### src/rtl/text_console.sv
// text_console: ASCII byte stream to screen-memory cell writes.
// Keeps a hardware cursor over a ROWS x COLS grid, interprets CR/LF/BS/TAB/FF,
// and runs a full-screen FILL sweep on FF (and optionally after reset).
module text_console #(
    parameter int          ROWS           = 60,
    parameter int          COLS           = 80,
    parameter logic [7:0]  FILL           = 8'h20,
    parameter int          TAB_W          = 8,
    parameter bit          CLEAR_ON_RESET = 1'b1
) (
    input  logic       clk,
    input  logic       rst,
    input  logic [7:0] char_in,
    input  logic       char_valid,
    output logic       char_ready,
    output logic       busy,
    output logic       we,
    output logic [5:0] wr_row,
    output logic [6:0] wr_col,
    output logic [7:0] wr_glyph,
    output logic [5:0] cur_row,
    output logic [6:0] cur_col
);

    typedef enum logic {IDLE, CLEAR} state_t;

    localparam logic [5:0] LAST_ROW = 6'(ROWS - 1);
    localparam logic [6:0] LAST_COL = 7'(COLS - 1);
    localparam logic [7:0] TAB_MASK = ~8'(TAB_W - 1);
    localparam logic [7:0] TAB_STEP = 8'(TAB_W);
    localparam logic [7:0] COLS_8   = 8'(COLS);
    localparam state_t     RST_ST   = CLEAR_ON_RESET ? CLEAR : IDLE;

    state_t     state, state_n;
    logic       we_n;
    logic [5:0] wr_row_n, cur_row_n, clr_row, clr_row_n;
    logic [6:0] wr_col_n, cur_col_n, clr_col, clr_col_n;
    logic [7:0] wr_glyph_n;
    // Set once the final sweep cell has been issued; the next edge returns to
    // IDLE so char_ready rises exactly as the last write strobe drops.
    logic       clr_last, clr_last_n;

    // Row/column after one glyph advance, and row after a newline.
    logic [5:0] nl_row, adv_row;
    logic [6:0] adv_col;
    logic [7:0] tab_col;

    assign nl_row  = (cur_row == LAST_ROW) ? 6'd0 : 6'(cur_row + 6'd1);
    assign adv_col = (cur_col == LAST_COL) ? 7'd0 : 7'(cur_col + 7'd1);
    assign adv_row = (cur_col == LAST_COL) ? nl_row : cur_row;
    assign tab_col = 8'(({1'b0, cur_col} & TAB_MASK) + TAB_STEP);

    // Ready depends only on state; held low while reset is asserted.
    assign char_ready = (state == IDLE) && !rst;
    assign busy       = (state == CLEAR);

    // State and registered write port / cursor / sweep counter.
    always_ff @(posedge clk or posedge rst) begin
        if (rst) begin
            state    <= RST_ST;
            we       <= 1'b0;
            wr_row   <= 6'd0;
            wr_col   <= 7'd0;
            wr_glyph <= 8'd0;
            cur_row  <= 6'd0;
            cur_col  <= 7'd0;
            clr_row  <= 6'd0;
            clr_col  <= 7'd0;
            clr_last <= 1'b0;
        end else begin
            state    <= state_n;
            we       <= we_n;
            wr_row   <= wr_row_n;
            wr_col   <= wr_col_n;
            wr_glyph <= wr_glyph_n;
            cur_row  <= cur_row_n;
            cur_col  <= cur_col_n;
            clr_row  <= clr_row_n;
            clr_col  <= clr_col_n;
            clr_last <= clr_last_n;
        end
    end

    // Next-state: byte interpretation in IDLE, cell-by-cell sweep in CLEAR.
    always_comb begin
        state_n    = state;
        we_n       = 1'b0;
        wr_row_n   = wr_row;
        wr_col_n   = wr_col;
        wr_glyph_n = wr_glyph;
        cur_row_n  = cur_row;
        cur_col_n  = cur_col;
        clr_row_n  = clr_row;
        clr_col_n  = clr_col;
        clr_last_n = clr_last;
        case (state)
            IDLE: begin
                if (char_valid) begin
                    case (char_in)
                        8'h0D: cur_col_n = 7'd0;
                        8'h0A: begin
                            cur_col_n = 7'd0;
                            cur_row_n = nl_row;
                        end
                        8'h08: begin
                            if (cur_col != 7'd0) begin
                                cur_col_n  = 7'(cur_col - 7'd1);
                                we_n       = 1'b1;
                                wr_row_n   = cur_row;
                                wr_col_n   = 7'(cur_col - 7'd1);
                                wr_glyph_n = FILL;
                            end else if (cur_row != 6'd0) begin
                                cur_row_n  = 6'(cur_row - 6'd1);
                                cur_col_n  = LAST_COL;
                                we_n       = 1'b1;
                                wr_row_n   = 6'(cur_row - 6'd1);
                                wr_col_n   = LAST_COL;
                                wr_glyph_n = FILL;
                            end
                        end
                        8'h09: begin
                            if (tab_col >= COLS_8) begin
                                cur_col_n = 7'd0;
                                cur_row_n = nl_row;
                            end else begin
                                cur_col_n = tab_col[6:0];
                            end
                        end
                        8'h0C: begin
                            // The accepting edge itself issues cell (0,0);
                            // the sweep counter resumes from the next cell.
                            cur_row_n  = 6'd0;
                            cur_col_n  = 7'd0;
                            we_n       = 1'b1;
                            wr_row_n   = 6'd0;
                            wr_col_n   = 7'd0;
                            wr_glyph_n = FILL;
                            clr_row_n  = (LAST_COL == 7'd0) ? 6'd1 : 6'd0;
                            clr_col_n  = (LAST_COL == 7'd0) ? 7'd0 : 7'd1;
                            clr_last_n = (LAST_COL == 7'd0) && (LAST_ROW == 6'd0);
                            state_n    = CLEAR;
                        end
                        default: begin
                            if (char_in >= 8'h20 && char_in <= 8'h7E) begin
                                we_n       = 1'b1;
                                wr_row_n   = cur_row;
                                wr_col_n   = cur_col;
                                wr_glyph_n = char_in;
                                cur_row_n  = adv_row;
                                cur_col_n  = adv_col;
                            end
                        end
                    endcase
                end
            end
            CLEAR: begin
                if (clr_last) begin
                    state_n    = IDLE;
                    clr_last_n = 1'b0;
                end else begin
                    we_n       = 1'b1;
                    wr_row_n   = clr_row;
                    wr_col_n   = clr_col;
                    wr_glyph_n = FILL;
                    if (clr_col == LAST_COL) begin
                        clr_col_n = 7'd0;
                        if (clr_row == LAST_ROW) begin
                            clr_row_n  = 6'd0;
                            clr_last_n = 1'b1;
                        end else begin
                            clr_row_n = 6'(clr_row + 6'd1);
                        end
                    end else begin
                        clr_col_n = 7'(clr_col + 7'd1);
                    end
                end
            end
            default: state_n = IDLE;
        endcase
    end

endmodule

### config.mk
export PLATFORM = sky130hd
export DESIGN_NAME = text_console
export DESIGN_NICKNAME = d
export VERILOG_FILES = /design/src/rtl/text_console.sv
export SDC_FILE = /design/constraint.sdc
export NUM_CORES = 1
export LEC_CHECK = 0
export ABC_AREA = 1
export CAP_MARGIN = 15
export CORE_UTILIZATION = 56
export CTS_CLUSTER_DIAMETER = 100
export CTS_CLUSTER_SIZE = 24
export DETAILED_ROUTE_END_ITERATION = 10
export HOLD_SLACK_MARGIN = 0.06
export PLACE_DENSITY = 0.83
export SLEW_MARGIN = 20
export SYNTH_ARGS = -nofsm -noshare
export SYNTH_HDL_FRONTEND = slang
export SYNTH_SLANG_ARGS = --single-unit
### constraint.sdc
create_clock -name clk -period 2.1 [get_ports clk]
set_input_delay 0.42 -clock clk [delete_from_list [all_inputs] [get_ports clk]]
set_output_delay 0.42 -clock clk [all_outputs]
set_load 0.05 [all_outputs]
==> PnR_summary.wiki <==
{| class="wikitable"
! Metric !! Value
|-
| Overflow left after global routing || 0
|-
| Unrepaired setup endpoints after global routing || false
|-
| Worst endpoint data arrival time || 1610 ps
|-
| Sort of element at the start of the critical path || register
|-
| Total power per unit cell area || 885.6 mW/mm²
|-
| Synth unique cells || 40
|-
| Maximum clock skew at final layout || about 4.8 ps
|-
| Floorplan core area || 0.006386 mm²
|-
| Count of max-cap constraint violations || 0
|-
| DRC violations left || 0
|-
| Total power consumption of the routed design || 4.040 mW
|-
| Clock Sink Count || 50
|-
| Slowest cell on the critical path || sky130_fd_sc_hd__clkdlybuf4s50_1
|-
| Minimum period implied by the final worst setup slack || 2027 ps
|-
| Post-synthesis average cell area || around 7.0 µm²
|-
| Startpoint of the worst setup timing path || cur_row[1]
|-
| Layout cells sized above 1 || 0.1832
|-
| Run status || finished, final reports clean
|-
| Starting DRT DRC Count || 242
|-
| Fill count || between 500 and 600
|-
| Main combinational cell family by area after synthesis || simple AND/OR/NAND/NOR gates
|-
| Number of vias in the routed layout || 3791
|-
| H-tree depth reported by CTS || 2
|-
| Initial antenna violation count || 0
|-
| Logic depth of the worst path, buffers included || 1
|-
| Post-CTS Setup Inserts || 0
|-
| Class of the most critical hold timing path || in2async
|-
| Class of the most critical setup path || reg2out
|-
| Slew @ Worst Pin || about 530 ps
|-
| Pre-CTS setup slack || -104.9 ps
|-
| Proportion of synthesized area in mux cells || 0
|-
| Initial standard-cell utilization of the core || 0.5866
|-
| Bufs and invs on worst path || 1
|-
| Combined area of the multi-input logic cells || 0.002190 mm²
|-
| Largest net degree at the start of global routing || 28
|-
| Critical register-to-register path endpoint || cur_row[0]
|-
| Post-placement cell count || 675
|-
| Leakage power figure || 2.396 nW
|-
| Compound-cell area share of the yosys netlist || 0.07682
|-
| Drt via density || 5.551
|-
| Endpoint type of the worst setup path || output pin
|-
| Hold violation count in the final report || 0
|-
| Ant. Diodes || 0
|-
| Final estimated routing congestion in global placement || 0.9450
|-
| Capture point of the critical path || cur_row[1]
|-
| Antenna-violating nets left || 0
|-
| Number of warnings printed during yosys synthesis || 0
|-
| Number of nets in the synthesized netlist || 558
|-
| Std cell rows || 29
|-
| Worst path top cell family by delay || buffers and inverters
|-
| Clock buffers created by TritonCTS || 5
|-
| Average wire length per cell after detail routing || 14.27 µm
|-
| Total of endpoints with negative setup slack in the final report || 0
|-
| Sequential share of the synthesized area || 0.3343
|-
| Share of the clock period used by the worst path || 0.9654
|-
| XOR/XNOR Fraction of Synth Area || 0.03507
|-
| Wire length of the first global-routing pass || 16.22 mm
|-
| Max stage delay on crit path || 840 ps
|-
| Critical Path Fanout Max || 4
|-
| Synthesis-stage register bit count || 50
|-
| Register clock-pin slew on the reported worst setup and hold paths || 100 ps
|-
| Net count of the finished layout || 627
|-
| GRT Overall Usage || 0.2867
|-
| Fin worst setup slack || roughly 73 ps
|-
| Ordered cell list for the critical path || clkdlybuf4s50_1
|-
| Total detailed-routing wirelength || slightly below 10 mm
|-
| Hold-fix buffer count after cts || 0
|-
| Area taken by flip-flops and latches || 0.001252 mm²
|-
| Required time reported for the critical path endpoint || 1680 ps
|-
| FF-to-FF setup slack || 120 ps
|-
| Worst IR Drop VDD || 0.0006869 V
|-
| Worst flop-to-flop path startpoint || cur_col[4]
|-
| IO buf count || 47
|-
| Clock latency reported for the late side of the worst-skew pair || 310 ps
|-
| Chip height || 83.79 µm
|-
| Logic depth of the worst register-to-register path || 10
|-
| Final Instance Count excl. Fillers || 683
|-
| I/O Pins || 48
|-
| Cell area after synthesis || 0.003746 mm²
|-
| HPWL after detailed placement || ~7.6 mm
|-
| Signed area change from the synthesized netlist to the final layout || 21.78%
|-
| CTS tree || yes
|-
| Adder-cell share of the synthesized area || 0.03674
|-
| Root buffer cell || sky130_fd_sc_hd__clkbuf_8
|-
| Number of global-route vias before repair || ~3.6k
|-
| Post-synthesis simple-gate area fraction || 0.4359
|-
| Maximum buffer depth of the clock tree || 2
|-
| Die extent in x || 83.79 µm
|-
| Maximum clock frequency || between 0.4 and 0.5 GHz
|-
| Worst slew margin || 0.6458
|-
| DIE AREA || 0.007021 mm²
|-
| Resized cells post-CTS || 0
|-
| Iteration count of the initial detailed-routing pass || 5
|-
| Count of mapped cells out of synthesis || 536
|-
| Number of pins exceeding their max-slew limit in the final report || 0
|}
[through the flow]
stage	TNS, ps	area [µm²]	hold slack [ps]	util
floorplan	0	3746	479.5	-
global placement	-495.9	4463	466.5	0.6989
detailed placement	-1479	4463	468.9	0.6989
CTS	0	4562	417.3	0.7143
global route	0	4562	429.9	0.7143
finish	0	4562	408.1	0.7143
[layer usage]
layer	up-vias	routed length, µm	global-route usage
met4	0	237	0.09245
met2	126	4778	0.5026
met5	-	0	0
met3	19	508	0.03363
met1	1799	4221	0.3683
li1	1847	-	-
[cell families (layout without fill, tap and decap cells)]
group                    after synthesis  after routing
buffers and inverters                 64            134
adder cells (fa/ha/maj)               11             11
XOR/XNOR                              15             15
AND/OR/NAND/NOR                      350            350
flip-flops                            50             50
AO/OA/AOI/OAI                         46             46
[power by group]
| part | switching (mW) | leakage [nW] | total (mW) | internal [mW] |
|---|---|---|---|---|
| Sequential | 0.200 | 0.665 | 1.33 | 1.13 |
| Combinational | 1.37 | 1.68 | 2.08 | 0.702 |
| Clock | 0.357 | 0.0478 | 0.630 | 0.272 |
[cell usage after synthesis, drive strengths merged]
| cell type | n | area share |
|---|---|---|
| inv | 46 | 0.047 |
| nand3 | 71 | 0.10 |
| nand4 | 9 | 0.017 |
| xnor2 | 4 | 0.0094 |
| clkinv | 1 | 0.0010 |
| xor2 | 11 | 0.026 |
| nand3b | 1 | 0.0020 |
| dfrtp | 49 | 0.33 |
| o21a | 1 | 0.0020 |
| o21ai | 33 | 0.055 |
| dfstp | 1 | 0.0070 |
| ha | 11 | 0.037 |
| a21oi | 9 | 0.012 |
| nor3 | 2 | 0.0027 |
| nor2 | 62 | 0.087 |
| nand2 | 201 | 0.22 |
| clkbuf | 4 | 0.0040 |
| o2111ai | 1 | 0.0023 |
| buf | 13 | 0.029 |
| or2 | 4 | 0.0073 |
| o211ai | 1 | 0.0033 |
| o31ai | 1 | 0.0020 |
[layout by cell type (no fill, tap or decap), drive strengths merged]
cell type and n:
xnor2 4, buf 43, nor2 62, nand4 9
dfrtp 49, a21oi 9, o211ai 1, nand3b 1
nand3 71, o2111ai 1, or2 4, nand2 201
o21ai 33, ha 11, clkinvlp 1, inv 47
o31ai 1, nor3 2, clkdlybuf4s50 36, dfstp 1
clkbuf 6, xor2 11, clkinv 1, o21a 1
[worst min path at each step]
stage	from	slack, ps	endpoint	depth (start not counted)
after detailed placement	wr_col[4]	470	wr_col[4]	2
after global placement	wr_glyph[4]	470	wr_glyph[4]	2
final	rst	410	clr_row[2]	2
after CTS	rst	420	clr_row[2]	2
after global routing	rst	430	clr_row[2]	2
after floorplan	clr_last	480	clr_last	2
[final cells by class]
cell class | instances | share of cell area
clock inverter | 2 | 0.003566
clock buffer | 6 | 0.01810
timing repair buffer | 79 | 0.1635
multi-input combinational | 422 | 0.4800
sequential | 50 | 0.2745
tap | 77 | 0.02112
inverter | 47 | 0.03922
[sequential cells by signal, summed over array words and instances (netlist names)]
register / count
cur_col: 7
cur_row: 6
wr_row: 6
clr_last: 1
clr_row: 6
clr_col: 7
we: 1
wr_col: 7
busy: 1
wr_glyph: 8
(Power assumes the default switching activity.)
